`config.mk`:
```
export PLATFORM = sky130hd
export DESIGN_NAME = shop
export DESIGN_NICKNAME = d
export VERILOG_FILES = /design/src/rtl/shop_pkg.sv /design/src/rtl/shop_item_table.sv /design/src/rtl/shop.sv
export SDC_FILE = /design/constraint.sdc
export NUM_CORES = 1
export LEC_CHECK = 0
export CORE_ASPECT_RATIO = 1.2
export CORE_MARGIN = 4
export CORE_UTILIZATION = 55
export DETAILED_ROUTE_END_ITERATION = 8
export PLACE_DENSITY = 0.84
export SLEW_MARGIN = 20
export SYNTH_ARGS = -nofsm -noshare
export SYNTH_HDL_FRONTEND = slang
export SYNTH_SLANG_ARGS = --single-unit
```
`constraint.sdc`:
```
create_clock -name clk -period 6.6 [get_ports clk]
set_input_delay 0.66 -clock clk [delete_from_list [all_inputs] [get_ports clk]]
set_output_delay 0.66 -clock clk [all_outputs]
set_load 0.02 [all_outputs]
```
`src/rtl/shop_pkg.sv`:
```
// Shared types and constants for the four-item vending machine controller.
package shop_pkg;

  localparam int W         = 4;
  localparam int NUM_ITEMS = 4;

  localparam logic [W-1:0] ITEM_A = W'(1);
  localparam logic [W-1:0] ITEM_B = W'(2);
  localparam logic [W-1:0] ITEM_C = W'(3);
  localparam logic [W-1:0] ITEM_D = W'(4);
  localparam logic [W-1:0] UNIT   = W'(1);

  typedef enum logic [1:0] {
    IDLE,
    CREDIT,
    CHANGE
  } state_t;

  // True for the codes that name a real item (1..4).
  function automatic logic is_item(input logic [W-1:0] code);
    return (code >= ITEM_A) && (code <= ITEM_D);
  endfunction

  // Item codes 1..4 map onto table slots 0..3 through their low two bits.
  function automatic logic [1:0] item_idx(input logic [W-1:0] code);
    return code[1:0] - 2'd1;
  endfunction

endpackage

```
`src/rtl/shop_item_table.sv`:
```
// Price/stock table: operator config writes, single-item decrement on sale,
// a lookup port for the purchase logic and the front-panel display mux.
module shop_item_table
  import shop_pkg::*;
(
  input  logic         clk,
  input  logic         reset,
  input  logic [W-1:0] set,
  input  logic [W-1:0] set_quantity,
  input  logic [W-1:0] set_price,
  input  logic         dec_en,
  input  logic [W-1:0] dec_item,
  input  logic [W-1:0] lookup_item,
  output logic [W-1:0] lookup_price,
  output logic [W-1:0] lookup_qty,
  input  logic [W-1:0] display,
  output logic [W-1:0] disp_price [NUM_ITEMS],
  output logic [W-1:0] disp_qty   [NUM_ITEMS]
);

  logic [W-1:0] price_q [NUM_ITEMS];
  logic [W-1:0] price_d [NUM_ITEMS];
  logic [W-1:0] qty_q   [NUM_ITEMS];
  logic [W-1:0] qty_d   [NUM_ITEMS];

  logic [1:0] set_idx;
  logic [1:0] dec_idx;
  logic [1:0] lookup_idx;
  logic [1:0] disp_idx;

  assign set_idx    = item_idx(set);
  assign dec_idx    = item_idx(dec_item);
  assign lookup_idx = item_idx(lookup_item);
  assign disp_idx   = item_idx(display);

  // A config write wins over a sale decrement landing in the same cycle.
  always_comb begin
    price_d = price_q;
    qty_d   = qty_q;
    if (is_item(set)) begin
      price_d[set_idx] = set_price;
      qty_d[set_idx]   = set_quantity;
    end else if (dec_en && (qty_q[dec_idx] != '0)) begin
      qty_d[dec_idx] = qty_q[dec_idx] - UNIT;
    end
  end

  always_ff @(posedge clk) begin
    if (reset) begin
      price_q <= '{default: '0};
      qty_q   <= '{default: '0};
    end else begin
      price_q <= price_d;
      qty_q   <= qty_d;
    end
  end

  assign lookup_price = price_q[lookup_idx];
  assign lookup_qty   = qty_q[lookup_idx];

  always_comb begin
    disp_price = '{default: '0};
    disp_qty   = '{default: '0};
    if (display == '0) begin
      disp_price = price_q;
      disp_qty   = qty_q;
    end else if (is_item(display)) begin
      disp_price[disp_idx] = price_q[disp_idx];
      disp_qty[disp_idx]   = qty_q[disp_idx];
    end
  end

endmodule

```
`src/rtl/shop.sv`:
```
// Vending machine top: session FSM (IDLE/CREDIT/CHANGE), credit tracking and
// buy edge detection around the shared price/stock table.
module shop
  import shop_pkg::*;
(
  input  logic         clk,
  input  logic         reset,
  input  logic [W-1:0] set,
  input  logic [W-1:0] display,
  input  logic [W-1:0] set_quantity,
  input  logic [W-1:0] set_price,
  input  logic [W-1:0] money,
  input  logic [W-1:0] buy,
  input  logic         close,
  output logic [W-1:0] goods,
  output logic [W-1:0] balance,
  output logic [W-1:0] priceA,
  output logic [W-1:0] priceB,
  output logic [W-1:0] priceC,
  output logic [W-1:0] priceD,
  output logic [W-1:0] quantityA,
  output logic [W-1:0] quantityB,
  output logic [W-1:0] quantityC,
  output logic [W-1:0] quantityD
);

  state_t       state_q, state_d;
  logic [W-1:0] credit_q, credit_d;
  logic [W-1:0] goods_q, goods_d;
  logic [W-1:0] balance_q, balance_d;
  logic [W-1:0] buy_prev_q, buy_prev_d;

  logic         dec_en;
  logic [W-1:0] lookup_price;
  logic [W-1:0] lookup_qty;
  logic [W-1:0] disp_price [NUM_ITEMS];
  logic [W-1:0] disp_qty   [NUM_ITEMS];

  logic buy_fire;
  logic can_afford;

  shop_item_table u_table (
    .clk          (clk),
    .reset        (reset),
    .set          (set),
    .set_quantity (set_quantity),
    .set_price    (set_price),
    .dec_en       (dec_en),
    .dec_item     (buy),
    .lookup_item  (buy),
    .lookup_price (lookup_price),
    .lookup_qty   (lookup_qty),
    .display      (display),
    .disp_price   (disp_price),
    .disp_qty     (disp_qty)
  );

  // A held buy code fires only once; configuration blocks purchases entirely.
  assign buy_fire   = is_item(buy) && (buy != buy_prev_q) && (set == '0);
  assign can_afford = (lookup_qty != '0) && (credit_q >= lookup_price);

  always_comb begin
    state_d    = state_q;
    credit_d   = credit_q;
    goods_d    = goods_q;
    balance_d  = balance_q;
    buy_prev_d = buy;
    dec_en     = 1'b0;
    case (state_q)
      IDLE: begin
        goods_d   = '0;
        balance_d = '0;
        if ((money != '0) && (set == '0)) begin
          credit_d  = money;
          balance_d = money;
          state_d   = CREDIT;
        end
      end
      CREDIT: begin
        if (close) begin
          goods_d = '0;
          state_d = CHANGE;
        end else if (buy_fire) begin
          if (can_afford) begin
            credit_d  = credit_q - lookup_price;
            balance_d = credit_q - lookup_price;
            goods_d   = buy;
            dec_en    = 1'b1;
          end else begin
            goods_d = '0;
          end
        end
      end
      CHANGE: begin
        balance_d = credit_q;
        goods_d   = '0;
        credit_d  = '0;
        state_d   = IDLE;
      end
      default: state_d = IDLE;
    endcase
  end

  always_ff @(posedge clk) begin
    if (reset) begin
      state_q    <= IDLE;
      credit_q   <= '0;
      goods_q    <= '0;
      balance_q  <= '0;
      buy_prev_q <= '0;
    end else begin
      state_q    <= state_d;
      credit_q   <= credit_d;
      goods_q    <= goods_d;
      balance_q  <= balance_d;
      buy_prev_q <= buy_prev_d;
    end
  end

  assign goods     = goods_q;
  assign balance   = balance_q;
  assign priceA    = disp_price[0];
  assign priceB    = disp_price[1];
  assign priceC    = disp_price[2];
  assign priceD    = disp_price[3];
  assign quantityA = disp_qty[0];
  assign quantityB = disp_qty[1];
  assign quantityC = disp_qty[2];
  assign quantityD = disp_qty[3];

endmodule

```
# --- After elaboration in Yosys (flattened, before gate mapping) ---
# Cells that the tools add are included.
totals:
  in_bits: 27
  regBits: 50
op_classes:
  n_addsub: 5
  bitwise_logic: 5
  n_lt_le_gt_ge: 13
  reduce_logical: 24
  n_eq_ne: 9
  muxes: 45
op_table:
  columns: ["op", "n"]
  rows:
  - ["16-bit 2-to-1 mux", 6]
  - ["4-bit 2-to-1 mux", 19]
  - ["16-bit bitwise mux", 3]
  - ["16-bit bitwise AND", 2]
  - ["4-bit binary-select mux with 2-bit select", 4]
  - ["4-bit demux with 2-bit select", 3]
  - ["4-bit one-hot mux with 3 select lines", 2]
  - ["4-bit by 1-bit greater-or-equal comparator with 1-bit output, second input constant", 3]
  - ["4-bit by 3-bit <= comparator with 1-bit output, second input constant", 3]
  - ["1-bit logical AND", 11]
  - ["2-bit inequality test, second input constant", 5]
  - ["3-bit greater-or-equal comparator, second input constant", 3]
  - ["3-bit by 1-bit < comparator with 1-bit output, second input constant", 3]
  - ["2-bit inverter with 3-bit output", 3]
  - ["4-bit logical NOT", 2]
  - ["4-bit one-hot mux with 2 select lines", 1]
  - ["4-bit nonzero test", 2]
  - ["2-bit by 1-bit subtractor with 2-bit output, second input constant", 3]
  - ["5-bit AND reduction", 1]
  - ["4-bit greater-or-equal comparator", 1]
  - ["1-bit 2-to-1 mux", 4]
  - ["2-bit 2-to-1 mux", 2]
  - ["4-bit inequality test", 1]
  - ["2-bit one-hot mux with 2 select lines", 1]
  - ["11 further kinds", 13]

# --- Depth between registers and ports, before layout ---
depth:
  word_depth: 14
  depth_mapped: 15
  ltp_nobuf: 12

# --- Hierarchy ---
# Synthesis repeated with hierarchy kept, for this count alone.
hier_totals:
  cells_unflattened: 397
  area_unflattened_um2: 3694.8
by_module_without_submodules:
  columns: ["mod", "area_each_um2", "cells_each", "instances"]
  rows:
  - ["shop_item_table", 2567.5, 266, 1]
  - ["shop", 1127.3, 131, 1]

# --- Worst setup path before layout ---
# OpenSTA, ideal clock, no wires.
synth_path:
  path_type: "input-to-reg"
  startpoint: "input buy[0]"
  endpoint: "register credit_q[3]"
  setup_slack_ps: 2944
  setup_time_ps: 121
  arrival_time_ps: 3535
  stages: 14
  path_cell_list: "buf_2 -> inv_1 -> ha_1 -> buf_2 -> mux4_2 -> ha_1 -> inv_1 -> fa_1 -> a211oi_1 -> o21bai_1 -> o21ai_0 -> o31a_1 -> o41ai_2 -> nor2_1"
synth_between:
  elab_chain_cells: 10
synth_lines:
  columns: ["element", "line_no", "text"]
  rows:
  - ["start: declaration", "shop.sv:13", "input logic [W-1:0] buy,"]
  - ["2-bit by 1-bit subtractor with 2-bit output", "shop_pkg.sv:26", "return code[1:0] - 2'd1;"]
  - ["2-bit inverter with 3-bit output (not written as such)", "shop_item_table.sv:58, shop_item_table.sv:59", null]
  - ["4-bit binary-select mux with 2-bit select", "shop_item_table.sv:58", "assign lookup_price = price_q[lookup_idx];"]
  - ["4-bit 2-to-1 mux (not written as such) (2 in a row)", "shop_item_table.sv:58", null]
  - ["4-bit subtractor", "shop.sv:85", "credit_d = credit_q - lookup_price;"]
  - ["4-bit 2-to-1 mux", "shop.sv:84", "if (can_afford) begin"]
  - ["4-bit 2-to-1 mux", "shop.sv:83", "end else if (buy_fire) begin"]
  - ["4-bit 2-to-1 mux", "shop.sv:80", "if (close) begin"]
  - ["4-bit one-hot mux with 3 select lines", "shop.sv:69", "case (state_q)"]
  - ["end signal: assignment", "shop.sv:113", "credit_q <= credit_d;"]
  - ["end: declaration", "shop.sv:28", "logic [W-1:0] credit_q, credit_d;"]
# Parallel ways exist; a longest one is shown, timed or not. The select of a mux whose other input is x is not followed.
# A chain may end at the register's enable or synchronous reset.

# --- Worst setup path in the final report ---
layout_path:
  startpoint: "input buy[0]"
  endpoint: "register balance_q[0], in the netlist balance[0]"
layout_between:
  elab_chain_cells: 10
layout_lines:
  columns: ["element", "line_no", "text"]
  rows:
  - ["2-bit by 1-bit subtractor with 2-bit output", "shop_pkg.sv:26", null]
  - ["2-bit inverter with 3-bit output (not written as such)", "shop_item_table.sv:58, shop_item_table.sv:59", null]
  - ["4-bit binary-select mux with 2-bit select", "shop_item_table.sv:58", null]
  - ["4-bit 2-to-1 mux (not written as such) (2 in a row)", "shop_item_table.sv:58", null]
  - ["4-bit subtractor", "shop.sv:86", "balance_d = credit_q - lookup_price;"]
  - ["4-bit 2-to-1 mux", "shop.sv:84", null]
  - ["4-bit 2-to-1 mux", "shop.sv:83", null]
  - ["4-bit 2-to-1 mux", "shop.sv:80", null]
  - ["4-bit one-hot mux with 3 select lines", "shop.sv:69", null]
  - ["end signal: assignment", "shop.sv:115", "balance_q <= balance_d;"]
  - ["end: declaration", "shop.sv:30", "logic [W-1:0] balance_q, balance_d;"]
# Parallel ways exist; a longest one is shown, timed or not. The select of a mux whose other input is x is not followed.

==> metrics.txt <==
measured slew at the worst slew-check pin 0.887 ns; Worst Setup End Kind register; leading cell types in the layout, fill and taps excluded 66 x clkdlybuf4s50_1, 54 x nor2_1, 50 x dfxtp_1; first-pass GRT wire length 15,300 um; Initial Utilization 0.580; EDFF count, synth 0; Core Util, Final 0.710; Post-CTS Resized 0; Post-DP HPWL 6860 um; Setup Viol. Count Final 0; First-pass DRT Iterations 7; GR Util All Layers 0.252; Mapped Cells 397; Leak 1.72 nW; RSZ-0062 raised after global routing false; # Post-CTS Setup Buffers 0; layout overhead on the synthesized area 22.3%; Max VDD drop 103 uV; Reg2Reg Launch Point u_table.price_q[12]$_SDFFE_PP0P_; slack of the critical path 1.77 ns; CTS tree yes; Mapped Avg Cell Area 9.02 sq um; Final Cycle Share 0.732; Max Cap Violations 0; crit-path max FO 15; Clock Sinks 50; CTS max path bufs 2; Cell Pwr Density 199 nW/um^2; post-synthesis sequential area ratio 0.280; I/O pin cnt 67; Yosys reg bits 50; Slew HR 0.404; Synth area leaders dfxtp_1 28%, mux2i_1 10%, mux4_2 10%; gr ovfl total 0; DRT iter0 DRCs 199; vias in the first global route 3,189; Yosys top cell area share 0.280; start point of the critical path buy[0]; total wire length 9560 um; fin. max-slew vios 0; largest area contributor in the netlist dfxtp_1; Post-synth ARST share 0; Via-to-Cell Ratio 6.14; nets 498; total CTS buffers 5; startpoint class of the critical path input pin; critical path required time 6.82 ns; initial antenna violation count 0; Peak Freq 207 MHz; Remaining DRCs 0; Hold Path Class register to register; die area 7870 sq um; FILL cells 472; Synth Flop Type dfxtp_1; unique cell type count in the Yosys netlist 54; pre-CTS setup slack 1.42 ns; Setup TNS 0 ns; antenna cells 0; Clock Skew 0.00990 ns; chip height 96.4 um; pin count of the biggest net entering global routing 48; Hold Vio Cnt, Final 0; Synthesized Nets 444; count of hold-fix buffers inserted at cts 0; H-tree levels 2; Routed Antenna Nets 0; Skew-Pair Late Insertion Delay 0.32 ns; # port buffers 66; post-layout min period 4.83 ns; worst setup path category input pin to register; Final GP Congestion 0.885; Worst-path clk slew 0.10 ns; Core ar. 6170 sq um; commonest non-fill, non-tap cell in the layout clkdlybuf4s50_1; synthesized area 3580 sq um; layout cells sized above 1 0.102; root buf cell clkbuf_8; crit path DAT 5.05 ns; Cells after DPL 526; drt wl/cell 17.9 um; Hold Path Origin u_table.price_q[5]$_SDFFE_PP0P_; post-route insts no fill 534; Core Rows 31; Die W 81.6 um; Synthesis Warnings 0; total vias in the final route 3,281; status complete, no violations
-- cells in the mapped netlist (2+ instances only) --
| master | count |
|---|---|
| nor2_1 | 54 |
| dfxtp_1 | 50 |
| mux2i_1 | 37 |
| nand2_1 | 34 |
| a22o_1 | 25 |
| o21ai_0 | 24 |
| inv_1 | 20 |
| a21oi_1 | 19 |
| ha_1 | 19 |
| mux4_2 | 16 |
| clkbuf_1 | 15 |
| nor3_1 | 7 |
| buf_2 | 5 |
| nand2b_1 | 5 |
| xor2_1 | 5 |
| nor2b_1 | 4 |
| a211oi_1 | 3 |
| a22oi_1 | 3 |
| and3_1 | 3 |
| nor4b_2 | 3 |
| o211ai_2 | 3 |
| o31ai_1 | 3 |
| a211oi_2 | 2 |
| and2_1 | 2 |
| buf_1 | 2 |
| buf_6 | 2 |
| nand3_1 | 2 |
| nor3b_1 | 2 |
| nor4_1 | 2 |
| xnor2_1 | 2 |
-- path summary, 6_finish.rpt --
path	end	slack, ns	cells after the start
hold / removal	u_table.price_q[5]$_SDFFE_PP0P_	0.50	2
setup / recovery	balance[0]$_SDFFE_PP0P_	1.77	13
setup reg to reg	balance[0]$_SDFFE_PP0P_	3.77	10
hold reg to reg	u_table.price_q[5]$_SDFFE_PP0P_	0.50	2
-- layer usage --
| metal | track usage | vias up | share of wire | wire length (um) |
|---|---|---|---|---|
| met5 | 0 | - | 0 | 0 |
| met2 | 0.432 | 174 | 0.49 | 4700 |
| met4 | 0.0942 | 0 | 0.022 | 207 |
| met1 | 0.320 | 1538 | 0.41 | 3960 |
| li1 | - | 1549 | - | - |
| met3 | 0.0334 | 20 | 0.073 | 696 |
-- metrics by stage --
step / total power, mW / instance area (sq um) / hold WS, ns
finish: 0.872 / 4380 / 0.499
global placement: 0.645 / 4270 / 0.466
floorplan: 0.572 / 3580 / 0.456
detailed placement: 0.656 / 4270 / 0.487
global route: 0.922 / 4380 / 0.528
CTS: 0.872 / 4380 / 0.501
-- final cells by class --
cell class                 instances  area (sq um)  share of cell area
sequential                        50          1000               0.229
clock buffer                       5          68.8              0.0157
clock inverter                     3          40.0             0.00915
inverter                          20          75.1              0.0171
timing repair buffer              71           698               0.159
tap                               82           103              0.0234
multi-input combinational        303          2390               0.546
-- sequential cells by signal, indices dropped and copies added, names as in the netlist --
name,flops
balance,4
state_q,2
goods,4
u_table.price_q,16
u_table.qty_q,16
credit_q,4
buy_prev_q,4
-- where the power goes --
part | leakage, nW | switching, mW | internal (mW) | total (mW)
sequential | 0.406 | 0.0243 | 0.329 | 0.354
clock | 0.0579 | 0.108 | 0.112 | 0.220
combinational | 1.26 | 0.172 | 0.126 | 0.298
-- kinds of logic (layout without fill, tap and decap cells) --
logic type      after synthesis  after routing  share of synthesized area
compound gates               99             99                      0.211
xor+xnor                      7              7                     0.0171
fa+ha+maj                    20             20                     0.0720
buf+inv                      44             99                     0.0521
flops                        50             50                      0.280
mux                          54             54                      0.207
simple gates                123            123                      0.161
-- critical path, stage by stage --
cell             delay [ns]
clkdlybuf4s50_1        1.00
inv_1                  0.21
ha_1                   0.69
mux4_2                 0.57
ha_1                   0.20
inv_1                  0.07
fa_1                   0.20
a211oi_1               0.06
o21bai_1               0.18
o21ai_0                0.20
o31ai_4                0.57
a21oi_1                0.14
a311oi_1               0.29
Note: power is estimated with default switching activity, not from simulation.
